$ cat config.mk
export PLATFORM = sky130hd
export DESIGN_NAME = imm_decode_stage_flat
export DESIGN_NICKNAME = d
export VERILOG_FILES = /design/src/rtl/imm_decode_stage_pkg.sv /design/src/rtl/imm_decode_stage_if.sv /design/src/rtl/imm_decode_stage_immediate_unit.sv /design/src/rtl/imm_decode_stage.sv /design/src/flat_wrapper.sv
export SDC_FILE = /design/constraint.sdc
export NUM_CORES = 1
export LEC_CHECK = 0
export ABC_AREA = 1
export BUFFER_PORTS_ARGS = -buffer_cell sky130_fd_sc_hd__buf_2
export CAP_MARGIN = 25
export CORE_MARGIN = 2
export CORE_UTILIZATION = 35
export DETAILED_ROUTE_END_ITERATION = 10
export HOLD_SLACK_MARGIN = 0.02
export PLACE_DENSITY = 0.6
export SYNTH_ARGS = -nofsm -noshare
export SYNTH_HDL_FRONTEND = slang
export SYNTH_SLANG_ARGS = --single-unit
$ cat constraint.sdc
create_clock -name i_Clock -period 3.8 [get_ports i_Clock]
set_input_delay 0.95 -clock i_Clock [delete_from_list [all_inputs] [get_ports i_Clock]]
set_output_delay 0.95 -clock i_Clock [all_outputs]
set_load 0.02 [all_outputs]
$ cat src/rtl/imm_decode_stage_pkg.sv
// imm_decode_stage_pkg
//   Shared widths, immediate-select encodings and RV32I opcode constants
//   for the decode stage and the control decoder.
package imm_decode_stage_pkg;

    localparam int unsigned XLEN          = 32;
    localparam int unsigned IMM_SEL_WIDTH = 2;

    // Immediate select; the bus is [IMM_SEL_WIDTH:0].
    typedef enum logic [IMM_SEL_WIDTH:0] {
        IMM_U_TYPE       = 3'd0,
        IMM_J_TYPE       = 3'd1,
        IMM_I_TYPE       = 3'd2,
        IMM_S_TYPE       = 3'd3,
        IMM_B_TYPE       = 3'd4,
        IMM_UNKNOWN_TYPE = 3'd7
    } imm_sel_e;

    localparam logic [6:0] OP_LUI    = 7'b0110111;
    localparam logic [6:0] OP_AUIPC  = 7'b0010111;
    localparam logic [6:0] OP_JAL    = 7'b1101111;
    localparam logic [6:0] OP_JALR   = 7'b1100111;
    localparam logic [6:0] OP_BRANCH = 7'b1100011;
    localparam logic [6:0] OP_LOAD   = 7'b0000011;
    localparam logic [6:0] OP_STORE  = 7'b0100011;
    localparam logic [6:0] OP_OP_IMM = 7'b0010011;
    localparam logic [6:0] OP_SYSTEM = 7'b1110011;

    // One buffered decode entry (output register or skid slot).
    typedef struct packed {
        logic [XLEN-1:0] instr;
        logic [XLEN-1:0] pc;
        imm_sel_e        sel;
        logic [XLEN-1:0] imm;
        logic            illegal;
    } entry_t;

    function automatic imm_sel_e opcode_to_sel(input logic [6:0] opcode);
        imm_sel_e sel;
        case (opcode)
            OP_LUI, OP_AUIPC:                      sel = IMM_U_TYPE;
            OP_JAL:                                sel = IMM_J_TYPE;
            OP_JALR, OP_LOAD, OP_OP_IMM, OP_SYSTEM: sel = IMM_I_TYPE;
            OP_STORE:                              sel = IMM_S_TYPE;
            OP_BRANCH:                             sel = IMM_B_TYPE;
            default:                               sel = IMM_UNKNOWN_TYPE;
        endcase
        return sel;
    endfunction

endpackage

$ cat src/rtl/imm_decode_stage_if.sv
// imm_decode_stage_if
//   Upstream (fetch) and downstream (execute) handshake/data signals of the
//   decode stage.
//   slave  : view of the decode stage itself.
//   master : view of the surrounding pipeline (fetch + execute).
interface imm_decode_stage_if;
    import imm_decode_stage_pkg::*;

    // Upstream side
    logic                   i_Valid;
    logic                   o_Ready;
    logic [XLEN-1:0]        i_Instruction;
    logic [XLEN-1:0]        i_PC;
    // Downstream side
    logic                   o_Valid;
    logic                   i_Ready;
    logic [XLEN-1:0]        o_Instruction;
    logic [XLEN-1:0]        o_PC;
    logic [IMM_SEL_WIDTH:0] o_Imm_Select;
    logic [XLEN-1:0]        o_Immediate;
    logic                   o_Illegal;

    modport slave (
        input  i_Valid, i_Instruction, i_PC, i_Ready,
        output o_Ready, o_Valid, o_Instruction, o_PC,
               o_Imm_Select, o_Immediate, o_Illegal
    );

    modport master (
        output i_Valid, i_Instruction, i_PC, i_Ready,
        input  o_Ready, o_Valid, o_Instruction, o_PC,
               o_Imm_Select, o_Immediate, o_Illegal
    );

endinterface

$ cat src/rtl/imm_decode_stage_immediate_unit.sv
// immediate_unit
//   Combinational RV32I immediate generator.
//   i_Instr_Bits : instruction bits [31:7]
//   i_Imm_Select : immediate type
//   o_Immediate  : sign-extended immediate (0 for unknown type)
module immediate_unit
    import imm_decode_stage_pkg::*;
(
    input  logic [31:7]     i_Instr_Bits,
    input  imm_sel_e        i_Imm_Select,
    output logic [XLEN-1:0] o_Immediate
);

    logic [31:7] b;
    assign b = i_Instr_Bits;

    always_comb begin
        o_Immediate = '0;
        case (i_Imm_Select)
            IMM_U_TYPE: o_Immediate = {b[31:12], 12'b0};
            IMM_J_TYPE: o_Immediate = {{12{b[31]}}, b[19:12], b[20], b[30:21], 1'b0};
            IMM_I_TYPE: o_Immediate = {{21{b[31]}}, b[30:20]};
            IMM_S_TYPE: o_Immediate = {{21{b[31]}}, b[30:25], b[11:7]};
            IMM_B_TYPE: o_Immediate = {{20{b[31]}}, b[7], b[30:25], b[11:8], 1'b0};
            default:    o_Immediate = '0;
        endcase
    end

endmodule

$ cat src/rtl/imm_decode_stage.sv
// imm_decode_stage
//   Registered decode slice between fetch and execute. Decodes the immediate
//   type from the opcode, generates the immediate, and buffers instruction,
//   PC, select, immediate and illegal flag in an output register backed by a
//   one-entry skid slot so o_Ready can be registered at full throughput.
//   i_Clock   : clock, rising edge
//   i_Reset_N : synchronous active-low reset
//   i_Flush   : drop all buffered entries and any same-cycle input
//   bus       : valid/ready upstream and downstream (imm_decode_stage_if)
module imm_decode_stage
    import imm_decode_stage_pkg::*;
(
    input  logic               i_Clock,
    input  logic               i_Reset_N,
    input  logic               i_Flush,
    imm_decode_stage_if.slave  bus
);

    imm_sel_e        dec_sel;
    logic [XLEN-1:0] dec_imm;
    entry_t          in_entry;

    entry_t out_q,        out_d;
    entry_t skid_q,       skid_d;
    logic   out_valid_q,  out_valid_d;
    logic   skid_valid_q, skid_valid_d;
    logic   ready_q,      ready_d;

    logic in_xfer;
    logic out_xfer;

    always_comb begin
        dec_sel = opcode_to_sel(bus.i_Instruction[6:0]);
    end

    immediate_unit u_immediate_unit (
        .i_Instr_Bits (bus.i_Instruction[31:7]),
        .i_Imm_Select (dec_sel),
        .o_Immediate  (dec_imm)
    );

    always_comb begin
        in_entry.instr   = bus.i_Instruction;
        in_entry.pc      = bus.i_PC;
        in_entry.sel     = dec_sel;
        in_entry.imm     = dec_imm;
        in_entry.illegal = (dec_sel == IMM_UNKNOWN_TYPE);
    end

    assign in_xfer  = bus.i_Valid & ready_q;
    assign out_xfer = out_valid_q & bus.i_Ready;

    always_comb begin
        out_d        = out_q;
        skid_d       = skid_q;
        out_valid_d  = out_valid_q;
        skid_valid_d = skid_valid_q;
        if (i_Flush) begin
            out_valid_d  = 1'b0;
            skid_valid_d = 1'b0;
        end else if (!out_valid_q || out_xfer) begin
            // Skid has priority so ordering stays FIFO; in_xfer cannot
            // coincide with a full skid because ready_q is low then.
            if (skid_valid_q) begin
                out_d        = skid_q;
                out_valid_d  = 1'b1;
                skid_valid_d = 1'b0;
            end else if (in_xfer) begin
                out_d       = in_entry;
                out_valid_d = 1'b1;
            end else begin
                out_valid_d = 1'b0;
            end
        end else if (in_xfer) begin
            skid_d       = in_entry;
            skid_valid_d = 1'b1;
        end
        ready_d = !skid_valid_d;
    end

    always_ff @(posedge i_Clock) begin
        if (!i_Reset_N) begin
            out_q         <= '0;
            out_q.sel     <= IMM_UNKNOWN_TYPE;
            skid_q        <= '0;
            skid_q.sel    <= IMM_UNKNOWN_TYPE;
            out_valid_q   <= 1'b0;
            skid_valid_q  <= 1'b0;
            ready_q       <= 1'b1;
        end else begin
            out_q         <= out_d;
            skid_q        <= skid_d;
            out_valid_q   <= out_valid_d;
            skid_valid_q  <= skid_valid_d;
            ready_q       <= ready_d;
        end
    end

    assign bus.o_Ready       = ready_q;
    assign bus.o_Valid       = out_valid_q;
    assign bus.o_Instruction = out_q.instr;
    assign bus.o_PC          = out_q.pc;
    assign bus.o_Imm_Select  = out_q.sel;
    assign bus.o_Immediate   = out_q.imm;
    assign bus.o_Illegal     = out_q.illegal;

endmodule

$ cat src/flat_wrapper.sv
// flat-port wrapper written by rule: the top's interface ports become plain ports
module imm_decode_stage_flat import imm_decode_stage_pkg::*;
  (i_Clock, i_Reset_N, i_Flush, bus_i_Valid, bus_i_Instruction, bus_i_PC, bus_i_Ready, bus_o_Ready, bus_o_Valid, bus_o_Instruction, bus_o_PC, bus_o_Imm_Select, bus_o_Immediate, bus_o_Illegal);
  imm_decode_stage_if bus_i ();
  input  logic i_Clock;
  input  logic i_Reset_N;
  input  logic i_Flush;
  input wire logic [$bits(bus_i.i_Valid)-1:0] bus_i_Valid;
  input wire logic [$bits(bus_i.i_Instruction)-1:0] bus_i_Instruction;
  input wire logic [$bits(bus_i.i_PC)-1:0] bus_i_PC;
  input wire logic [$bits(bus_i.i_Ready)-1:0] bus_i_Ready;
  output wire logic [$bits(bus_i.o_Ready)-1:0] bus_o_Ready;
  output wire logic [$bits(bus_i.o_Valid)-1:0] bus_o_Valid;
  output wire logic [$bits(bus_i.o_Instruction)-1:0] bus_o_Instruction;
  output wire logic [$bits(bus_i.o_PC)-1:0] bus_o_PC;
  output wire logic [$bits(bus_i.o_Imm_Select)-1:0] bus_o_Imm_Select;
  output wire logic [$bits(bus_i.o_Immediate)-1:0] bus_o_Immediate;
  output wire logic [$bits(bus_i.o_Illegal)-1:0] bus_o_Illegal;
  assign bus_i.i_Valid = bus_i_Valid;
  assign bus_i.i_Instruction = bus_i_Instruction;
  assign bus_i.i_PC = bus_i_PC;
  assign bus_i.i_Ready = bus_i_Ready;
  assign bus_o_Ready = bus_i.o_Ready;
  assign bus_o_Valid = bus_i.o_Valid;
  assign bus_o_Instruction = bus_i.o_Instruction;
  assign bus_o_PC = bus_i.o_PC;
  assign bus_o_Imm_Select = bus_i.o_Imm_Select;
  assign bus_o_Immediate = bus_i.o_Immediate;
  assign bus_o_Illegal = bus_i.o_Illegal;
  imm_decode_stage u_core (.i_Clock(i_Clock), .i_Reset_N(i_Reset_N), .i_Flush(i_Flush), .bus(bus_i));
endmodule
==> out/results.tsv <==
stage	metric	value	unit
outcome	outcome	finished, final reports clean	
die	# rows	56	
timing	min Tclk post-route	2.21	ns
worst_setup_path	FF-to-FF setup slack	1.59	ns
grt	global-route wire length before repair	38800	um
clock_tree	Clock Path Buffers	3	
worst_setup_path	CP Capture Type	register	
grt	total grt overflow	0	
finish	final layout net count	1310	
flow_run	Max-cap violations	0	
clock_tree	CTS Sinks	203	
clock_tree	Root Buffer Master	clkbuf_16	
timing	Max Freq	453	MHz
grt	GRT Util Overall	18.9	%
timing	final setup vio count	0	
timing	final period utilization	58.1	%
finish	Antenna Cells	0	
clock_tree	H-tree depth	1	
timing	Worst Tran Pin Value	0.964	ns
finish	most frequent cells in the layout	nand2_1, dfxtp_1, o21ai_0	
route	Vias/cell	5.09	
timing	Max-Slew Margin vs Limit	35.7	%
die	die width	159	um
timing	fin. max-slew vios	0	
clock_tree	cts-stage hold buffer count	0	
placed_design	IO Port Bufs	170	
clock_tree	Num CTS Buffers	24	
synthesis	post-synthesis sequential area ratio	48.6	%
synthesis	Yosys reg bits	203	
worst_hold_path	Hold Crit Class	reg -> reg	
clock_tree	Worst-path clk slew	0.06	ns
worst_setup_path	Worst EP required	4.18	ns
placed_design	DP Area	9300	um2
route	Wirelength per Cell	15.4	um
worst_setup_path	critical path class	reg -> reg	
grt	largest net degree at the start of global routing	149	
finish	fin area	10100	um2
finish	share of post-route cells with drive strength above 1	19.0	%
die	die area	25200	um2
clock_tree	post_cts resized	0	
die	Core ar.	23500	um2
route	Post-Route WL	24300	um
route	post-route ant nets	0	
synthesis	Post-Synthesis Mean Instance Area	7.40	um2
timing	RSZ-0062 raised after global routing	no	
route	DRC Markers	0	
die	Chip Height	159	um
route	Vias	8030	
worst_setup_path	CP Launch Type	register	
timing	Max Clock Skew	0.0219	ns
timing	final hold viol count	0	
timing	Setup TNS	0	ns
pwr	P_leak	4.62	nW
die	io pins	171	
die	Initial Utilization	35.7	%
clock_tree	number of post-CTS setup repair buffers	0	
route	TritonRoute pass-1 iters	7	
worst_setup_path	critical path fanouts, max	41	
route	DR iter-0 viols	500	
pwr	worst vdd ir	0.000321	V
finish	area grow syn2layout	20.9	%
timing	Hold WS	0.455	ns
placed_design	Routability Congestion	0.773	
pwr	Power per Cell Area	490	nW/um2
synthesis	Mapped Cells	1131	
clock_tree	Clock Latency Late Sink	0.52	ns
placed_design	hpwl dp	14400	um
worst_setup_path	crit path DAT	2.59	ns
synthesis	Synthesized Nets	1200	
synthesis	synth warn	0	
synthesis	Syn Std Cell Area	8370	um2
grt	initial antenna violation count	0	
finish	leading cell type in the layout, fill and taps excluded	nand2_1	
grt	vias in the first global route	7546	
pwr	Total Power	4.96	mW
clock_tree	CTS tree	done	
synthesis	Synth cell types	27	
## path summary, 6_finish.rpt
path,from,to,cells past startpoint
setup / recovery,u_core.skid_valid_q$_SDFF_PN0_,u_core.bus.o_Immediate[21]$_SDFFE_PN0P_,9
hold / removal,u_core.skid_q[71]$_SDFFE_PN0P_,u_core.bus.o_Instruction[3]$_SDFFE_PN0P_,2
setup reg to reg,u_core.skid_valid_q$_SDFF_PN0_,u_core.bus.o_Immediate[21]$_SDFFE_PN0P_,9
hold reg to reg,u_core.skid_q[71]$_SDFFE_PN0P_,u_core.bus.o_Instruction[3]$_SDFFE_PN0P_,2
## where the power goes
part	total [mW]	internal, mW	switching (mW)
combinational	0.426	0.137	0.289
sequential	2.24	2.20	0.0346
clock	2.29	1.40	0.890
## state kept, by name, indices dropped and copies added, names as in the netlist
name / cells
u_core.skid_q: 100
u_core.bus.o_Immediate: 32
u_core.bus.o_Instruction: 32
u_core.bus.o_PC: 32
u_core.bus.o_Imm_Select: 3
u_core.bus.o_Illegal: 1
u_core.bus.o_Ready: 1
u_core.bus.o_Valid: 1
u_core.skid_valid_q: 1
## through the flow
| step | utilization [%] | setup slack, ns | std cells |
|---|---|---|---|
| after floorplan | - | 1.78 | 1131 |
| after global placement | 39.6 | 1.10 | 1533 |
| after detailed placement | 39.6 | 1.09 | 1533 |
| after CTS | 43.0 | 1.56 | 1576 |
| after global routing | 43.1 | 1.38 | 1577 |
| final | 43.1 | 1.59 | 1577 |
## cell type report
cell class / instances / area, um2
flip-flops and latches: 203 / 4070
well taps: 319 / 399
clock inverters: 5 / 53.8
repair buffers: 179 / 971
clock buffers: 38 / 744
fillers: 2467 / 13400
inverters: 57 / 216
multi-input cells: 776 / 3670
## routing by layer
metal	GRT usage [%]	wire, um	vias up	share of wire, %
met2	29.7	10700	243	44
met4	5.11	527	0	2.2
li1	-	-	4030	-
met1	25.6	11100	3726	46
met5	0	0	-	0
met3	5.12	1950	31	8.0
## kinds of logic after synthesis
logic type             count (synthesis)  synth area share (%)
and+or+nand+nor                      408                  19.8
AOI/OAI and AO/OA                    368                  24.0
DFF                                  203                  48.6
buffers and inverters                152                  7.61
## synthesized netlist by cell type
cell type / number / area, um2
a21oi_1: 97 / 485
nor3_4: 2 / 32.5
inv_1: 47 / 176
a41oi_1: 19 / 166
o21ai_1: 2 / 10.0
a31oi_1: 64 / 400
clkinv_1: 1 / 3.75
or2_2: 1 / 6.26
buf_2: 35 / 175
o22ai_1: 1 / 6.26
nand3_2: 1 / 10.0
o21ai_0: 181 / 906
dfxtp_1: 203 / 4060
a21oi_2: 2 / 17.5
nor2_4: 3 / 33.8
o211ai_1: 1 / 7.51
clkbuf_1: 55 / 206
nand3_1: 10 / 50.1
o21ai_2: 1 / 8.76
buf_1: 2 / 7.51
nand4_1: 20 / 125
nor2_1: 140 / 526
nor3_1: 1 / 5.00
nand2_1: 227 / 852
nand2_2: 3 / 18.8
buf_6: 3 / 33.8
inv_2: 9 / 33.8
## worst max-delay path, stage by stage, from the launching register on
cell	delay (ns)
dfxtp_4	0.34
inv_4	0.30
nand2_1	0.12
inv_2	0.10
nor3_4	0.05
inv_2	0.56
buf_4	0.38
nor2_1	0.06
nand2_1	0.07
a21oi_1	0.06
No activity file was read; power rests on OpenSTA's default activity.
